**config.mk**
```make
export PLATFORM = sky130hd
export DESIGN_NAME = axi_fifo_port
export DESIGN_NICKNAME = d
export VERILOG_FILES = /design/src/rtl/axi_fifo_port.sv
export SDC_FILE = /design/constraint.sdc
export NUM_CORES = 1
export LEC_CHECK = 0
export ABC_AREA = 1
export BUFFER_PORTS_ARGS = -buffer_cell sky130_fd_sc_hd__buf_2
export CAP_MARGIN = 20
export CORE_ASPECT_RATIO = 2
export CORE_MARGIN = 10
export CORE_UTILIZATION = 50
export DETAILED_ROUTE_END_ITERATION = 8
export PLACE_DENSITY_LB_ADDON = 0.12
export SKIP_CTS_REPAIR_TIMING = 1
export SLEW_MARGIN = 20
export SYNTH_ARGS = -nofsm -noshare
export SYNTH_HDL_FRONTEND = slang
export SYNTH_SLANG_ARGS = --single-unit
```
**constraint.sdc**
```tcl
create_clock -name clk -period 3.2 [get_ports clk]
set_clock_uncertainty 0.1 [all_clocks]
set_input_delay 0.64 -clock clk [delete_from_list [all_inputs] [get_ports clk]]
set_output_delay 0.64 -clock clk [all_outputs]
set_load 0.05 [all_outputs]
```
**src/rtl/axi_fifo_port.sv**
```systemverilog
// axi_fifo_port: CPU-facing byte FIFO peripheral.
// A TX FIFO is filled by CPU writes to DATA and drains onto a valid/ready stream.
// An RX FIFO is filled from an always-accepted input stream and popped by CPU reads of DATA.
// STATUS exposes full/empty flags, occupancy counts and sticky error flags.
// CTRL clears the sticky flags and flushes either FIFO.
module axi_fifo_port #(
  parameter int DEPTH_LOG2 = 4
) (
  input  logic        clk,
  input  logic        rst_n,
  input  logic        avalid,
  output logic        aready,
  input  logic        awe,
  input  logic [31:2] aaddr,
  input  logic [31:0] adata,
  input  logic [3:0]  astrb,
  output logic        bvalid,
  output logic [31:0] bdata,
  output logic        tx_valid,
  output logic [7:0]  tx_data,
  input  logic        tx_ready,
  input  logic        rx_valid,
  input  logic [7:0]  rx_data
);

  localparam int PW    = DEPTH_LOG2;
  localparam int CW    = DEPTH_LOG2 + 1;
  localparam int DEPTH = 1 << DEPTH_LOG2;

  localparam logic [PW-1:0] PTR_ONE  = PW'(1);
  localparam logic [CW-1:0] CNT_ONE  = CW'(1);
  localparam logic [CW-1:0] CNT_FULL = CW'(DEPTH);

  // Storage and state
  logic [7:0]    tx_mem_q [DEPTH];
  logic [7:0]    rx_mem_q [DEPTH];
  logic [PW-1:0] tx_wp_q, tx_wp_d, tx_rp_q, tx_rp_d;
  logic [PW-1:0] rx_wp_q, rx_wp_d, rx_rp_q, rx_rp_d;
  logic [CW-1:0] tx_cnt_q, tx_cnt_d, rx_cnt_q, rx_cnt_d;
  logic          ovf_q, ovf_d, unf_q, unf_d;
  logic          bvalid_q;
  logic [31:0]   bdata_q, rdata_d;

  // Decoded events
  logic [1:0]  sel_s;
  logic        acc_s;
  logic        tx_full_s, tx_empty_s, rx_full_s, rx_empty_s;
  logic        tx_push_s, tx_pop_s, tx_flush_s;
  logic        rx_push_s, rx_pop_s, rx_rd_req_s, rx_flush_s;
  logic        clr_s, ovf_evt_s, unf_evt_s;
  logic [7:0]  rx_head_s, tx_cnt8_s, rx_cnt8_s;
  logic [31:0] status_s;
  logic        unused_s;

  assign unused_s = ^{aaddr[31:4], adata[31:8], astrb[3:1]};

  assign sel_s      = aaddr[3:2];
  assign tx_full_s  = (tx_cnt_q == CNT_FULL);
  assign tx_empty_s = (tx_cnt_q == {CW{1'b0}});
  assign rx_full_s  = (rx_cnt_q == CNT_FULL);
  assign rx_empty_s = (rx_cnt_q == {CW{1'b0}});

  assign tx_valid = !tx_empty_s;
  assign tx_data  = tx_empty_s ? 8'h00 : tx_mem_q[tx_rp_q];
  assign tx_pop_s = tx_valid && tx_ready;

  // A TX push stalls only while TX is full and the stream is not freeing a slot this cycle.
  assign aready = !(avalid && awe && (sel_s == 2'd0) && astrb[0] && tx_full_s && !tx_pop_s);
  assign acc_s  = avalid && aready;

  assign rx_head_s = rx_empty_s ? 8'h00 : rx_mem_q[rx_rp_q];
  assign tx_cnt8_s = 8'(tx_cnt_q);
  assign rx_cnt8_s = 8'(rx_cnt_q);
  assign status_s  = {8'h00, rx_cnt8_s, tx_cnt8_s, 2'b00, unf_q, ovf_q,
                      rx_full_s, rx_empty_s, tx_empty_s, tx_full_s};

  assign bvalid = bvalid_q;
  assign bdata  = bdata_q;

  // Request decode: pushes, pops, flushes, flag clears and error events for this cycle.
  always_comb begin
    tx_push_s   = 1'b0;
    tx_flush_s  = 1'b0;
    rx_flush_s  = 1'b0;
    clr_s       = 1'b0;
    rx_rd_req_s = 1'b0;
    if (acc_s && awe) begin
      tx_push_s  = (sel_s == 2'd0) && astrb[0];
      clr_s      = (sel_s == 2'd2) && astrb[0] && adata[0];
      tx_flush_s = (sel_s == 2'd2) && astrb[0] && adata[1];
      rx_flush_s = (sel_s == 2'd2) && astrb[0] && adata[2];
    end else begin
      rx_rd_req_s = acc_s && (sel_s == 2'd0);
    end
    rx_pop_s  = rx_rd_req_s && !rx_empty_s;
    unf_evt_s = rx_rd_req_s && rx_empty_s;
    // A byte arriving at a full RX is kept only if the CPU frees a slot in the same cycle.
    rx_push_s = rx_valid && !rx_flush_s && (!rx_full_s || rx_pop_s);
    ovf_evt_s = rx_valid && !rx_flush_s && rx_full_s && !rx_pop_s;
  end

  // TX pointer/count next state; flush overrides any push or pop.
  always_comb begin
    tx_wp_d  = tx_wp_q;
    tx_rp_d  = tx_rp_q;
    tx_cnt_d = tx_cnt_q;
    if (tx_flush_s) begin
      tx_wp_d  = {PW{1'b0}};
      tx_rp_d  = {PW{1'b0}};
      tx_cnt_d = {CW{1'b0}};
    end else begin
      if (tx_push_s) tx_wp_d = tx_wp_q + PTR_ONE;
      else           tx_wp_d = tx_wp_q;
      if (tx_pop_s)  tx_rp_d = tx_rp_q + PTR_ONE;
      else           tx_rp_d = tx_rp_q;
      case ({tx_push_s, tx_pop_s})
        2'b10:   tx_cnt_d = tx_cnt_q + CNT_ONE;
        2'b01:   tx_cnt_d = tx_cnt_q - CNT_ONE;
        default: tx_cnt_d = tx_cnt_q;
      endcase
    end
  end

  // RX pointer/count next state; flush overrides any push or pop.
  always_comb begin
    rx_wp_d  = rx_wp_q;
    rx_rp_d  = rx_rp_q;
    rx_cnt_d = rx_cnt_q;
    if (rx_flush_s) begin
      rx_wp_d  = {PW{1'b0}};
      rx_rp_d  = {PW{1'b0}};
      rx_cnt_d = {CW{1'b0}};
    end else begin
      if (rx_push_s) rx_wp_d = rx_wp_q + PTR_ONE;
      else           rx_wp_d = rx_wp_q;
      if (rx_pop_s)  rx_rp_d = rx_rp_q + PTR_ONE;
      else           rx_rp_d = rx_rp_q;
      case ({rx_push_s, rx_pop_s})
        2'b10:   rx_cnt_d = rx_cnt_q + CNT_ONE;
        2'b01:   rx_cnt_d = rx_cnt_q - CNT_ONE;
        default: rx_cnt_d = rx_cnt_q;
      endcase
    end
  end

  // Sticky flags: a new event in the same cycle as a clear leaves the flag set.
  always_comb begin
    ovf_d = (ovf_q && !clr_s) || ovf_evt_s;
    unf_d = (unf_q && !clr_s) || unf_evt_s;
  end

  // Read data mux; writes always respond with zero.
  always_comb begin
    rdata_d = 32'h0000_0000;
    if (!awe) begin
      case (sel_s)
        2'd0:    rdata_d = {24'h00_0000, rx_head_s};
        2'd1:    rdata_d = status_s;
        default: rdata_d = 32'h0000_0000;
      endcase
    end else begin
      rdata_d = 32'h0000_0000;
    end
  end

  // Pointer, count and flag registers.
  always_ff @(posedge clk or negedge rst_n) begin
    if (!rst_n) begin
      tx_wp_q  <= {PW{1'b0}};
      tx_rp_q  <= {PW{1'b0}};
      tx_cnt_q <= {CW{1'b0}};
      rx_wp_q  <= {PW{1'b0}};
      rx_rp_q  <= {PW{1'b0}};
      rx_cnt_q <= {CW{1'b0}};
      ovf_q    <= 1'b0;
      unf_q    <= 1'b0;
    end else begin
      tx_wp_q  <= tx_wp_d;
      tx_rp_q  <= tx_rp_d;
      tx_cnt_q <= tx_cnt_d;
      rx_wp_q  <= rx_wp_d;
      rx_rp_q  <= rx_rp_d;
      rx_cnt_q <= rx_cnt_d;
      ovf_q    <= ovf_d;
      unf_q    <= unf_d;
    end
  end

  // FIFO storage writes at the current write pointers.
  always_ff @(posedge clk or negedge rst_n) begin
    if (!rst_n) begin
      for (int i = 0; i < DEPTH; i++) begin
        tx_mem_q[i] <= 8'h00;
        rx_mem_q[i] <= 8'h00;
      end
    end else begin
      if (tx_push_s) tx_mem_q[tx_wp_q] <= adata[7:0];
      if (rx_push_s) rx_mem_q[rx_wp_q] <= rx_data;
    end
  end

  // Registered single-cycle response for every accepted request.
  always_ff @(posedge clk or negedge rst_n) begin
    if (!rst_n) begin
      bvalid_q <= 1'b0;
      bdata_q  <= 32'h0000_0000;
    end else begin
      bvalid_q <= acc_s;
      bdata_q  <= acc_s ? rdata_d : 32'h0000_0000;
    end
  end

endmodule

```
Word level (Yosys, flattened, before mapping)

Cells that the tools add are included.

Input port bits: 80
Word-level logic and storage cells: 146
Bits in registers: 317
Output and inout bits: 43

$lt $le $gt $ge: 6
Bitwise logic cells: 4
Reductions and logical operators: 44
Multiplexer cells: 34
Add/subtract/negate cells: 8
Equality and inequality tests: 8

Operators with widths:

| cell                                                       | number |
|---|---|
| bitwise mux 128 bit                                        | 2 |
| binary-select mux 8 bit (select 4 bit)                     | 2 |
| demux 8 bit (select 4 bit)                                 | 2 |
| two-way mux 32 bit                                         | 2 |
| two-way mux 8 bit                                          | 8 |
| one-hot mux 21 bit (2 select lines)                        | 1 |
| two-way mux 4 bit                                          | 8 |
| logical AND 1 bit                                          | 24 |
| >= comparator 5 bit, second input constant                 | 4 |
| NOT 4 -> 5 bit                                             | 4 |
| one-hot mux 5 bit (2 select lines)                         | 2 |
| adder 4 x 1 -> 4 bit, second input constant                | 4 |
| adder 5 x 1 -> 5 bit, second input constant                | 2 |
| == test 5 bit, second input constant                       | 2 |
| zero test 5 bit                                            | 2 |
| less-than comparator 5 x 1 -> 1 bit, second input constant | 2 |
| two-way mux 5 bit                                          | 2 |
| subtractor 5 x 1 -> 5 bit, second input constant           | 2 |
| zero test 1 bit                                            | 8 |
| nonzero test 2 bit                                         | 4 |
| == test 2 x 1 -> 1 bit, second input constant              | 3 |
| == test 2 bit, second input constant                       | 3 |
| nonzero test 3 bit                                         | 2 |
| two-way mux 1 bit                                          | 5 |
| other kinds (2)                                            | 4 |

Depth between registers and ports, before layout

Depth after elaboration: 15
Gate-level depth with buffers: 19

Worst setup path after synthesis

No wires, ideal clock.

Path kind: register -> output
Start: register tx_rp_q[0]
End: output tx_data[0]
Slack: 0.357 ns
Stages on the path, launching flop included: 8
Arrival: 2.103 ns
Cell sequence: dfrtp_1 inv_1 clkbuf_1 buf_1 nor2_1 o221ai_1 nand3_1 a21oi_1

Longest elaborated chain between the ends: 5

Ends and longest elaborated chain:

| item                                                  | line | RTL |
|---|---|---|
| start: declaration                                    | 37   | `logic [PW-1:0] tx_wp_q, tx_wp_d, tx_rp_q, tx_rp_d;` |
| start signal: assignment                              | 170  | `tx_rp_q <= {PW{1'b0}};` |
| start signal: assignment                              | 179  | `tx_rp_q <= tx_rp_d;` |
| NOT 4 -> 5 bit (not written as such)                  | 64   | `assign tx_data = tx_empty_s ? 8'h00 : tx_mem_q[tx_rp_q];` |
| binary-select mux 8 bit (select 4 bit)                | 64   |  |
| two-way mux 8 bit (not written as such) (2 in series) | 64   |  |
| two-way mux 8 bit                                     | 64   |  |
| end: declaration                                      | 20   | `output logic [7:0] tx_data,` |

No other way between the ends. The select of a mux whose other input is x is not followed.

Worst setup path in the final report

Start: register tx_rp_q[0]
End: output tx_data[1]

Same word-level chain as after synthesis.

==> flow_summary_export.csv <==
group,metric,value,unit
status,outcome,"finished, final reports clean",
global_route,grt_pass1_wl,63200,um
synthesis,synth_area_leaders,"dfrtp_1 (53%), o21ai_0 (10%), nand2_1 (9.1%), nor2_1 (3.3%), o21ai_2 (2.9%)",
global_route,grt_max_degree,83,
global_route,grt_pass1_vias,11500,
synthesis,synth_edf_count,0,
final_layout,fin_nets,1782,
sta,maxSlewHeadroom,36.8,%
final_layout,layout-drive-gt1-share,13.7,%
synthesis,ys_warn_count,0,
sta,worst-slew-pin-transition,0.941,ns
sta,rsz0062_at_grt,"false",
routing,antenna_left,0,
worst_setup_path,startpoint,"tx_rp_q[0]$_DFFE_PN0P_",
clock_tree,cts.sinks,303,
worst_setup_path,r2r_slack,0.69,ns
final_layout,final_cell_mix,"nand2_1 (350), dfrtp_1 (300), o21ai_0 (291), nor2_1 (127), inv_1 (110)",
routing,routed_via_density,5.62,
power,power.density,946,mW/mm^2
final_layout,post-route-util,56.6,%
synthesis,async_flop_share,100,%
worst_setup_path,crit_end,"tx_data[1]",
sta,finalCritPeriodShare,99.0,%
synthesis,ys_dominant_reg_cell,"dfrtp_1",
clock_tree,cts_tree,"done",
synthesis,ys_types,45,
final_layout,area_growth,11.3,%
worst_setup_path,startpoint_type,"flop",
routing,num_vias,11600,
placed_design,hpwl,27900,um
synthesis,ys_ff_latch,303,
clock_tree,cts_made_buffers,28,
synthesis,synth_top_cell_by_area,"dfrtp_1",
floorplanning,rows,87,
synthesis,synth_top_area_share,52.7,%
clock_tree,clock_latency,0.56,ns
placed_design,io_buffers,53,
worst_setup_path,critical_path_class,"flop to output port",
clock_tree,cts.htree.levels,1,
routing,routedWlPerCell,19.4,um
sta,setup_tns,0,ns
synthesis,ys_seq_area_share,52.7,%
routing,drc,0,
worst_setup_path,worstPathMaxFanout,29,
final_layout,multi_input_area,0.00583,mm^2
routing,drtIter0Drc,851,
clock_tree,cts_root_buf,"clkbuf_16",
final_layout,final_common_cell,"nand2_1",
final_layout,n_fill_cell,2676,
worst_setup_path,timing.rr.start,"rx_rp_q[0]$_DFFE_PN0P_",
worst_setup_path,cp_data_arrival_time,2.43,ns
synthesis,avgSynthCellArea,8.70,um^2
worst_setup_path,cp.required,2.46,ns
global_route,grt-ovfl-total,0,
sta,report.final.slew_viol_count,0,
routing,drt_first_pass_iters,6,
routing,detail_route.wirelength,40000,um
job,drv_cap,0,
placed_design,placed_area,0.0150,mm^2
floorplanning,dieHeight,260,um
synthesis,netlist_instances,1654,
floorplanning,start_util,50.8,%
power,leakagePower,0.00742,uW
placed_design,place_congestion,0.861,
floorplanning,dieArea,0.0364,mm^2
sta,fmax,316,MHz
synthesis,synth_area,0.0144,mm^2
clock_tree,clk_pin_slew_worst_paths,0.06,ns
global_route,antenna_found_initial,1,
worst_setup_path,r2r_cells,9,
clock_tree,cts.path.max_buffers,3,
sta,setup_viol,0,
min_path,hold_class,"input pin to flop",
sta,finalCriticalPeriod,3.17,ns
final_layout,postLayoutCellArea,0.0160,mm^2
floorplanning,core,0.0283,mm^2
sta,hold_violations,0,
final_layout,seq_area,0.00759,mm^2
global_route,grt_use_total,21.6,%
worst_setup_path,timing.rr.end,"bdata[3]$_DFF_PN0_",
worst_setup_path,setup.worst_path.end_class,"output port",
power,ir_worst_vdd,0.000677,V
floorplanning,die_w,140,um
floorplanning,ios,123,
per-stage QoR:
step	total power [uW]	setup slack (ns)	instances	hold WS (ns)
2_1_floorplan	9700	0.357	1667	0.244
3_3_place_gp	11500	0.398	2003	0.359
3_5_place_dp	11600	0.387	2003	0.362
4_1_cts	15000	-0.0931	2051	-0.0305
5_1_grt	16100	0.00193	2061	0.259
6_report	15100	0.0329	2061	0.249
area by class of cell:
cell class,count,area share [%]
flip-flops and latches,303,47.4
multi-input cells,1133,36.4
inverters,120,2.88
clock buffers,45,5.53
diodes,1,0.0156
well taps,356,2.78
repair buffers,100,4.92
clock inverters,3,0.0938
cells in the mapped netlist (3+ instances only):
cell / number
nand2_1: 350
dfrtp_1: 303
o21ai_0: 292
nor2_1: 127
inv_1: 111
clkbuf_1: 78
a21oi_1: 51
nand3_1: 51
o21ai_2: 48
o21a_1: 36
o221ai_1: 30
buf_4: 20
o22ai_1: 19
nor3_1: 16
o21ai_1: 16
ha_1: 15
nand2_2: 11
buf_6: 10
nor2_4: 10
o211ai_1: 7
nand2_4: 6
xor2_1: 6
nand4_1: 5
a31oi_1: 4
inv_2: 4
a22oi_1: 3
clkinv_1: 3
routing by layer:
metal	vias up	wire length [um]	track usage, %
li1	5559	-	-
met1	5641	14700	23.2
met2	301	21700	40.2
met3	91	1480	2.14
met4	0	2150	12.2
met5	-	0	0
power by group:
part           total, uW  internal (uW)  leakage [uW]  switching (uW)
Sequential          5520           4900       0.00392             622
Combinational       6310           2210       0.00305            4100
Clock               3310           1880      0.000448            1440
Total              15100           8990       0.00742            6160
flip-flops by register name, indices dropped and copies added, names as in the netlist:
name      count
rx_wp_q       4
rx_mem_q    128
tx_mem_q    128
tx_cnt_q      5
unf_q         1
bvalid        1
tx_wp_q       4
rx_cnt_q      5
ovf_q         1
bdata        18
rx_rp_q       4
tx_rp_q       4
worst min-delay path by stage:
| stage | from | end | slack, ns | depth (start not counted) |
|---|---|---|---|---|
| 2_1_floorplan | rst_n | bdata[0]$_DFF_PN0_ | 0.24 | 0 |
| 3_3_place_gp | rx_mem_q[121]$_DFFE_PN0P_ | rx_mem_q[121]$_DFFE_PN0P_ | 0.36 | 2 |
| 3_5_place_dp | rx_mem_q[118]$_DFFE_PN0P_ | rx_mem_q[118]$_DFFE_PN0P_ | 0.36 | 2 |
| 4_1_cts | rst_n | tx_rp_q[3]$_DFFE_PN0P_ | -0.03 | 1 |
| 5_1_grt | avalid | bvalid$_DFF_PN0_ | 0.26 | 3 |
| 6_report | rx_data[0] | rx_mem_q[32]$_DFFE_PN0P_ | 0.25 | 3 |
critical path, stage by stage (launching register included):
cell,delay (ns)
dfrtp_2,0.49
clkinvlp_4,0.18
buf_12,0.20
o21ai_0,0.09
o221ai_1,0.28
nand3_1,0.16
a21oi_1,0.21
clkbuf_4,0.26
cells by family (layout without fill, tap and decap cells):
group	count (synthesis)	after routing	synth area share, %
AO/OA/AOI/OAI	512	512	21.0
XOR/XNOR	7	7	0.426
adder cells (fa/ha/maj)	16	16	1.44
buffers and inverters	231	268	7.13
flip-flops	303	303	52.7
other	1	15	0.0261
AND/OR/NAND/NOR	584	584	17.3
(Power assumes the default switching activity.)
